## src/rtl/load_store_unit.sv

```systemverilog
// Per-thread load/store engine: one valid/ready memory transaction per
// LDR/STR, result held until the scheduler reaches UPDATE.
module load_store_unit #(
  parameter int ADDR_BITS = 8,
  parameter int DATA_BITS = 8
) (
  input  logic                 clk,
  input  logic                 reset,
  input  logic                 enable,
  input  logic [2:0]           core_state,
  input  logic                 decoded_mem_read,
  input  logic                 decoded_mem_write,
  input  logic [DATA_BITS-1:0] rs_data,
  input  logic [DATA_BITS-1:0] rt_data,
  output logic                 mem_read_valid,
  output logic [ADDR_BITS-1:0] mem_read_address,
  input  logic                 mem_read_ready,
  input  logic [DATA_BITS-1:0] mem_read_data,
  output logic                 mem_write_valid,
  output logic [ADDR_BITS-1:0] mem_write_address,
  output logic [DATA_BITS-1:0] mem_write_data,
  input  logic                 mem_write_ready,
  output logic [1:0]           lsu_state,
  output logic [DATA_BITS-1:0] lsu_out
);

  typedef enum logic [1:0] {
    S_IDLE = 2'b00,
    S_REQ  = 2'b01,
    S_WAIT = 2'b10,
    S_DONE = 2'b11
  } state_t;

  localparam logic [2:0] CS_REQUEST = 3'b011;
  localparam logic [2:0] CS_UPDATE  = 3'b110;

  state_t                 r_state;
  logic                   r_is_read;
  logic                   r_rvalid;
  logic                   r_wvalid;
  logic [ADDR_BITS-1:0]   r_addr;
  logic [DATA_BITS-1:0]   r_wdata;
  logic [DATA_BITS-1:0]   r_lsu_out;
  logic                   w_start;

  assign w_start = enable
                && (core_state == CS_REQUEST)
                && (decoded_mem_read | decoded_mem_write);

  always_ff @(posedge clk or negedge reset) begin
    if (!reset) begin
      r_state   <= S_IDLE;
      r_is_read <= 1'b0;
      r_rvalid  <= 1'b0;
      r_wvalid  <= 1'b0;
      r_addr    <= '0;
      r_wdata   <= '0;
      r_lsu_out <= '0;
    end else begin
      unique case (r_state)
        S_IDLE: begin
          // Operands are captured here so later rs/rt changes are invisible.
          if (w_start) begin
            r_is_read <= decoded_mem_read;
            r_addr    <= rs_data[ADDR_BITS-1:0];
            r_wdata   <= rt_data;
            r_state   <= S_REQ;
          end
        end
        S_REQ: begin
          r_rvalid <= r_is_read;
          r_wvalid <= !r_is_read;
          r_state  <= S_WAIT;
        end
        S_WAIT: begin
          if (r_is_read) begin
            if (mem_read_ready) begin
              r_lsu_out <= mem_read_data;
              r_rvalid  <= 1'b0;
              r_state   <= S_DONE;
            end
          end else if (mem_write_ready) begin
            r_wvalid <= 1'b0;
            r_state  <= S_DONE;
          end
        end
        S_DONE: begin
          if (core_state == CS_UPDATE)
            r_state <= S_IDLE;
        end
        default: r_state <= S_IDLE;
      endcase
    end
  end

  assign mem_read_valid    = r_rvalid;
  assign mem_read_address  = r_addr;
  assign mem_write_valid   = r_wvalid;
  assign mem_write_address = r_addr;
  assign mem_write_data    = r_wdata;
  assign lsu_state         = r_state;
  assign lsu_out           = r_lsu_out;

endmodule
```

## config.mk

```make
export PLATFORM = sky130hd
export DESIGN_NAME = load_store_unit
export DESIGN_NICKNAME = d
export VERILOG_FILES = /design/src/rtl/load_store_unit.sv
export SDC_FILE = /design/constraint.sdc
export NUM_CORES = 1
export LEC_CHECK = 0
export BUFFER_PORTS_ARGS = -buffer_cell sky130_fd_sc_hd__buf_2
export CORE_UTILIZATION = 44
export CTS_BUF_LIST = sky130_fd_sc_hd__clkbuf_8
export DETAILED_ROUTE_END_ITERATION = 8
export PLACE_DENSITY = 0.86
export SLEW_MARGIN = 20
export SYNTH_ARGS = -nofsm -noshare
export SYNTH_HDL_FRONTEND = slang
export SYNTH_SLANG_ARGS = --single-unit
```

## constraint.sdc

```tcl
create_clock -name clk -period 4.69 [get_ports clk]
set_input_delay 0.469 -clock clk [delete_from_list [all_inputs] [get_ports clk]]
set_output_delay 0.469 -clock clk [all_outputs]
set_load 0.005 [all_outputs]
```

* Word-level counts from Yosys, hierarchy flattened
Index checks and enable logic that the tools add are counted.
** Word-level totals
- Register bits :: 29
- Output and inout bits :: 36
- Word-level logic and storage cells :: 43
** Cells by class
- Equal/unequal tests :: 13
- Mux-type cells :: 12
- Bitwise operators :: 1
- Reduce and logical (&&, ||, !) cells :: 10
** Operators by type and width (number)
- $ne 2x2->1 const B :: 6
- $mux 2 :: 5
- $reduce_and 3->1 :: 3
- $pmux 2 s4 :: 1
- $ne 3x3->1 const B :: 2
- $eq 2x2->1 const B :: 2
- $mux 1 :: 4
- $pmux 1 s2 :: 2
- $reduce_and 4->1 :: 1
- $eq 3x2->1 const B :: 1
- $eq 3x3->1 const B :: 1
- $eq 2x1->1 const B :: 1
- $logic_and 1x1->1 :: 2
- $logic_not 2->1 :: 1
- $reduce_and 2->1 :: 1
- $reduce_bool 2->1 :: 1
- $logic_not 1->1 :: 1
- $or 1x1->1 :: 1

* Longest topological paths before layout
Gate-level depths: netlist of run 1.
- Depth in word-level cells :: 5
- Depth in mapped cells :: 5
- Gate-level depth less buffers :: 5

* Least setup slack after synthesis of run 1
Ideal clock, no wire load.
- Kind :: register to register
- Start point :: register r_state[0] (netlist: lsu_state[0])
- End point :: register r_addr[0] (netlist: mem_read_address[0])
- Setup time :: 0.125 ns
- Arrival time :: 1.530 ns
- Data required time :: 4.565 ns
- Slack :: 3.035 ns
- Cell stages (with the launch flop) :: 6
- Path buffers :: 1
- Clock period less this slack :: 1.655 ns
- Cell sequence :: dfrtp_1 -> inv_1 -> ha_1 -> nor3b_4 -> buf_6 -> mux2_2
** On the way
- Word-level cells in the longest chain between the ends :: 2
** Ends and longest elaborated chain
- start: declaration :: line 37 : state_t r_state;
- start signal: assignment :: line 52 : r_state <= S_IDLE;
- start signal: assignment :: line 67 : r_state <= S_REQ;
- start signal: assignment :: line 73 : r_state <= S_WAIT;
- $logic_not 2->1 :: line 60 : unique case (r_state)
- $reduce_and 2->1 (no line)
- end signal: assignment :: line 65 : r_addr <= rs_data[ADDR_BITS-1:0];
- end: declaration :: line 41 : logic [ADDR_BITS-1:0] r_addr;
Every way passes these cells.
A chain may end at the register's enable or synchronous reset.

* Final worst setup path of run 1
- Start point :: register r_state[0] (netlist: lsu_state[0])
- End point :: register r_addr[1] (netlist: mem_read_address[1])
The elaborated chain is that of the path after synthesis.

==> summary.md, run 1 <==
| Metric | Value |
|---|---|
| Status | finished clean |
| CP Buf/Inv Count | 1 |
| Mapped Area | 0.001296 sq mm |
| FF+latch count, synth | 29 |
| Port bufs | 69 |
| Family with the most delay on the worst path | simple AND/OR/NAND/NOR gates |
| Total clock sinks | 29 |
| RSZ-0062 raised after global routing | no |
| H-Tree Depth | 2 |
| Hold WC Path Type | in -> async |
| Synth area leader | dfrtp_1 |
| Routed Antenna Nets | 0 |
| Layout overhead on the synthesized area | 33.11% |
| First-pass GRT wire length | 4.029 mm |
| Final WL | 2.463 mm |
| GRT Total Usage | 17.33% |
| Skew-Pair Late Insertion Delay | about 0.27 ns |
| Critical Path, Cell by Cell | inv_1 > ha_1 > nor3b_4 > mux2_2 |
| Place WS | about 2.7 ns |
| Kind of critical path | reg -> reg |
| Ports | 70 |
| Reg clk slew, reported paths | 0.06 ns |
| Rows | 19 |
| Layout cell share with drive strength beyond 1 | 65.41% |
| CTS Buffer Depth | 2 |
| Top-count cell post-synth | dfrtp_1 |
| Distinct cells, synth | 16 |
| Vias in the first global route | 945 |
| Filler Cells Inserted | around 240 |
| Leak pwr | 0.9687 nW |
| Die ar. | 0.003167 sq mm |
| Final setup fails | 0 |
| Slew headroom | 45.96% |
| Period utilization | a little over two fifths |
| Drt drc | 0 |
| Postcts setup bufs | 0 |
| Initial antenna violation count | 0 |
| Synth top area share | 55.98% |
| Setup TNS | 0 ns |
| Max Clock Freq | 506.8 MHz |
| R2r setup slk | about 2.7 ns |
| CP Data Arrival Time | ~2.1 ns |
| Data required, critical path | between 4 and 5 ns |
| CP Launch Type | flip-flop |
| CTS root buffer | clkbuf_8 |
| Initial core utilization | ~47% |
| Area of the multi-input gates | between 400 and 500 sq um |
| Gp weighted congestion | 0.7122 |
| Largest net degree at the start of global routing | 30 |
| Power Dens Cells | 596.9 mW/mm^2 |
| Total number of vias | 952 |
| Avg Vias per Cell | 5.011 |
| Cell total after placement | ~180 |
| Post-Syn Nets | 130 |
| Post-DP HPWL | slightly below 2 mm |
| Non-Filler Instances | 190 |
| Seq. cell area | a little over 700 sq um |
| Diodes inserted | 0 |
| Yosys warns | 0 |
| Asr flop ratio synth | 100.0% |
| Die Span X | 56.28 um |
| Final max-slew violation count | 0 |
| Final min period | 1.973 ns |
| First-pass DRT Iterations | 3 |
| EDFF count, synth | 0 |
| Fin nets | 197 |
| Setup slack after layout | 2.717 ns |
| DRT iter0 DRCs | 22 |
| TritonCTS Buffers | 5 |
| Top post-synthesis cells by count | dfrtp_1, mux2_2, buf_4 |
| Wirelength per Cell | 12.96 um |
| Synth Instances | roughly 90 |
| Sequential area share after synthesis | 55.98% |
| Die height | 56.28 um |
| Worst vdd ir | ~0.41 mV |
| Clk_skew | 0.003465 ns |
| Final Hold Fails | 0 |
| Slowest CP cell | nor3b_4 |
| Max-cap viol count | 0 |
| Crit-path max FO | 17 |
| Core area | 0.002781 sq mm |
| Worst slew pin tran | 0.8098 ns |
| Top FF cell, synth | dfrtp_1 |
| CP max stage delay | 0.69 ns |
| Crit path capture type | flip-flop |
| Synth Area per Inst | approximately 14 sq um |
| Area contributors post-synth | dfrtp_1, mux2_2, ha_1 |
| Post-CTS Hold Buffers | 0 |
| GRT overflow | 0 |
| CTS tree | built |
| Cts repair resizes | 0 |
==> cells in the final DEF, fill, tap and decap left out <==
cell / n
inv_1: 4
nand4b_4: 1
o21ai_0: 3
mux2i_1: 1
ha_1: 5
nand3_1: 3
nand2_1: 3
nor3b_4: 1
a32oi_1: 1
bufinv_16: 1
buf_2: 69
dfrtp_1: 29
nand2b_1: 1
a221oi_1: 1
nor2_1: 4
mux2_2: 26
clkbuf_8: 6
==> where the power goes <==
part / internal (mW) / switching [mW]
sequential: 0.353 / 0.0660
clock: 0.171 / 0.0841
combinational: 0.207 / 0.149
==> state kept, by name, indices dropped and copies added (netlist names) <==
signal and count:
mem_write_data 8, mem_read_valid 1, mem_write_valid 1, r_is_read 1
mem_read_address 8, lsu_state 2, lsu_out 8
==> final cells by class <==
cell class | instances | area share, %
timing repair buffer | 69 | 20.01
inverter | 3 | 0.6526
tap | 31 | 2.248
multi-input combinational | 50 | 28.28
sequential | 29 | 42.06
clock buffer | 6 | 4.786
clock inverter | 2 | 1.958
==> cell families (layout without fill, tap and decap cells) <==
logic type,Yosys count,count (layout),synth area share (%)
adders and majority gates,5,5,4.826
buffers and inverters,12,80,6.371
DFF,29,29,55.98
AOI/OAI and AO/OA,5,5,2.510
and+or+nand+nor,13,13,6.949
muxes,27,27,23.36
==> stage by stage <==
| stage | power (mW) | instance area, sq um | hold slack, ns | utilization (%) |
|---|---|---|---|---|
| 4_1_cts | 1.047 | 1725 | 0.2258 | 62.03 |
| 6_report | 1.030 | 1725 | 0.2068 | 62.03 |
| 2_1_floorplan | 0.6406 | 1296 | 0.1734 | - |
| 3_3_place_gp | 0.7599 | 1609 | 0.4836 | 57.85 |
| 3_5_place_dp | 0.7848 | 1609 | 0.4918 | 57.85 |
| 5_1_grt | 1.110 | 1725 | 0.2431 | 62.03 |
==> path summary, 6_finish.rpt <==
path                                               start                               to  cells past startpoint
max reg2reg                     lsu_state[0]$_DFFE_PN0P_  mem_read_address[1]$_DFFE_PN0P_                      4
min                                                reset    mem_write_data[7]$_DFFE_PN0P_                      1
max                             lsu_state[0]$_DFFE_PN0P_  mem_read_address[1]$_DFFE_PN0P_                      4
max in group asynchronous                          reset         lsu_state[0]$_DFFE_PN0P_                      1
min in group clk                        mem_read_data[6]           lsu_out[6]$_DFFE_PN0P_                      2
min reg2reg                mem_write_data[1]$_DFFE_PN0P_    mem_write_data[1]$_DFFE_PN0P_                      1
==> metal layers <==
layer | part of all wire, % | global-route usage [%]
met2 | 53 | 30.95
met5 | 0 | 0
met3 | 9.0 | 5.991
met4 | 2.1 | 9.408
met1 | 36 | 17.57
==> worst reg2reg max path, cell delays in order (launching register included) <==
cell and delay, ns:
dfrtp_1 0.41, inv_1 0.14, ha_1 0.19, nor3b_4 0.69
mux2_2 0.42
(Power assumes the default switching activity.)
==> inputs of run 2 (changes only) <==
CORE_UTILIZATION = 41   (was 44)
PLACE_DENSITY = 0.84   (was 0.86)
clock period = 1.8 ns   (was 4.69 ns; I/O delays follow)
==> summary.md, run 2 (synthesis gave the netlist of run 1 again) <==
| Metric | Value |
|---|---|
| Kind of critical path | reg -> reg |
| Final max-slew violation count | 0 (unchanged) |
| Cell total after placement | 196 (+7.7%) |
| Most common cell after layout, fill and taps aside | buf_2 |
| Hold slack | 0.1466 ns (-0.06024 ns) |
| First-pass DRT Iterations | 4 (+1) |
| Initial core utilization | 42.81% (-3.8 points) |
| Power Dens Cells | 1442 mW/mm^2 (+140%) |
| Critical Path, Cell by Cell | inv_1 > ha_1 > nand3_1 > mux2_2 |
| Hold Crit Start | mem_read_data[4] |
| Cts repair resizes | 0 (unchanged) |
| Layout overhead on the synthesized area | 34.36% |
| Post-DP HPWL | 1.935 mm (-1.4%) |
| Final Hold Fails | 0 (unchanged) |
| Psw | 0.7510 mW (+150%) |
| Max Clock Freq | 619.2 MHz (+22%) |
| Area of the multi-input gates | 488.0 sq um (unchanged) |
| DRT iter0 DRCs | 10 (-55%) |
| Period utilization | 89.72% (+48 points) |
| Non-Filler Instances | 204 (+7.4%) |
| Initial antenna violation count | 0 (unchanged) |
| Fin nets | 199 (+1.0%) |
| Power share of the clock group | 19.7% (-5.0 points) |
| Total number of vias | 924 (-2.9%) |
| First-pass GRT wire length | 3.822 mm (-5.1%) |
| Die ar. | 0.003390 sq mm (+7.1%) |
| GRT overflow | 0 (unchanged) |
| Worst slew pin tran | 0.6313 ns (-0.1784 ns) |
| Slew headroom | 57.91% (+12 points) |
| Setup slack after layout | 0.1851 ns (-2.532 ns) |
| CTS tree | built |
| CTS root buffer | clkbuf_8 |
| TritonCTS Buffers | 5 (unchanged) |
| Data required, critical path | 1.95 ns (-2.90 ns) |
| Total clock sinks | 29 (unchanged) |
| Setup TNS | 0 ns (unchanged) |
| Crit path capture type | flip-flop |
| Net Sw Frac | 29.90% (+0.88 points) |
| Place WS | 0.1649 ns (-2.502 ns) |
| Seq. cell area | 725.7 sq um (unchanged) |
| Diodes inserted | 0 (unchanged) |
| Wirelength per Cell | 11.53 um (-11%) |
| Leak pwr | 0.9669 nW (-0.19%) |
| Ports | 70 (unchanged) |
| R2r setup slk | 0.19 ns (-2.53 ns) |
| CTS Buffer Depth | 2 (unchanged) |
| Final WL | 2.353 mm (-4.5%) |
| Postcts setup bufs | 0 (unchanged) |
| Routed Antenna Nets | 0 (unchanged) |
| Final min period | 1.615 ns (-0.3584 ns) |
| GRT Total Usage | 15.23% (-2.1 points) |
| Seq pwr share | 42.9% (+2.2 points) |
| Port bufs | 69 (unchanged) |
| Rows | 20 (+1) |
| RSZ-0062 raised after global routing | no |
| CP Launch Type | flip-flop |
| FF-to-FF path depth | 4 (unchanged) |
| Avg Vias per Cell | 4.529 (-9.6%) |
| Post-CTS Hold Buffers | 1 (+1) |
| Hold WC Path Type | in -> reg |
| CP max stage delay | 0.40 ns (-0.29 ns) |
| Combinational Power Share | 37.4% (+2.8 points) |
| Worst vdd ir | 0.6953 mV (+68%) |
| Die height | 58.23 um (+3.5%) |
| Die Span X | 58.23 um (+3.5%) |
| Crit-path max FO | 8 (-9) |
| Hold Path Cell Cnt | 2 |
| Gp weighted congestion | 0.6986 (-1.9%) |
| Worst r2r dst | lsu_out[2]$_DFFE_PN0P_ |
| CP Data Arrival Time | 1.76 ns (-0.37 ns) |
| Drt drc | 0 (unchanged) |
| P_int | 1.761 mW (+140%) |
| Util after Layout | 57.52% (-4.5 points) |
| R2R Path Start | lsu_state[0]$_DFFE_PN0P_ |
| Core area | 0.003028 sq mm (+8.9%) |
| Vias in the first global route | 933 (-1.3%) |
| Reg clk slew, reported paths | 0.06 ns (about the same) |
| Most frequent cells in the layout | buf_2, dfrtp_1, mux2_2, clkbuf_8, ha_1 |
| End point of the worst hold path | lsu_out[4]$_DFFE_PN0P_ |
| Status | finished clean |
| Filler Cells Inserted | 256 (+7.1%) |
| Clk_skew | 0.004526 ns (+0.001061 ns) |
| Skew-Pair Late Insertion Delay | 0.26 ns (about the same) |
| Largest net degree at the start of global routing | 30 (unchanged) |
| Max-cap viol count | 0 (unchanged) |
| Slowest CP cell | dfrtp_1 |
| H-Tree Depth | 2 (unchanged) |
| Final setup fails | 0 (unchanged) |
| Layout cell share with drive strength beyond 1 | 65.00% (-0.41 points) |
## run 2: changes by cell type in the layout (fill, tap and decap cells not counted)
cell           before  now
dlygate4sd3_1       0    1
buf_12              0    1
bufinv_16           1    0
## run 2: how the worst max path moves through the flow
stage / start / to / depth (start not counted)
2_1_floorplan: lsu_state[0]$_DFFE_PN0P_ / mem_read_address[0]$_DFFE_PN0P_ / 5
3_3_place_gp: lsu_state[0]$_DFFE_PN0P_ / lsu_out[2]$_DFFE_PN0P_ / 4
3_5_place_dp: lsu_state[0]$_DFFE_PN0P_ / lsu_out[2]$_DFFE_PN0P_ / 4
4_1_cts: lsu_state[0]$_DFFE_PN0P_ / lsu_out[2]$_DFFE_PN0P_ / 4
5_1_grt: lsu_state[0]$_DFFE_PN0P_ / lsu_out[2]$_DFFE_PN0P_ / 4
6_report: lsu_state[0]$_DFFE_PN0P_ / lsu_out[2]$_DFFE_PN0P_ / 4
## run 2: metrics by stage
stage / instance area (sq um) / power (mW)
after floorplan: 1296 / 1.669
after global placement: 1645 / 1.983
after detailed placement: 1645 / 2.050
after CTS: 1742 / 2.557
after global routing: 1742 / 2.713
final: 1742 / 2.512
## run 2: power groups by stage
stage | Clock, mW | Combinational [mW] | Sequential [mW]
2_1_floorplan | 0 | 0.561 | 1.11
3_3_place_gp | 0 | 0.912 | 1.07
3_5_place_dp | 0 | 0.955 | 1.09
4_1_cts | 0.513 | 0.960 | 1.08
5_1_grt | 0.539 | 1.06 | 1.11
6_report | 0.495 | 0.940 | 1.08
## run 2: routing by layer
layer / routed length, um / vias up / GRT usage [%] / part of all wire, %
li1: - / 446 / - / -
met1: 880 / 422 / 14.26 / 37
met2: 1274 / 51 / 30.87 / 54
met3: 154 / 5 / 2.902 / 6.5
met4: 43 / 0 / 7.143 / 1.8
met5: 0 / - / 0 / 0
## run 2: worst max-delay path: cells and delay by family, from the launching register on
family	cells	cell delay (ns)
mux	1	0.38
simple gates	1	0.31
buf+inv	1	0.13
fa+ha+maj	1	0.27
flops	1	0.40
## run 2: final cells by class
class                   instances  share of cell area, %
clock inverters                 1                 0.2155
well taps                      44                  3.161
inverters                       3                 0.6466
multi-input cells              50                  28.02
flip-flops and latches         29                  41.67
clock buffers                   6                  4.741
repair buffers                 71                  21.55
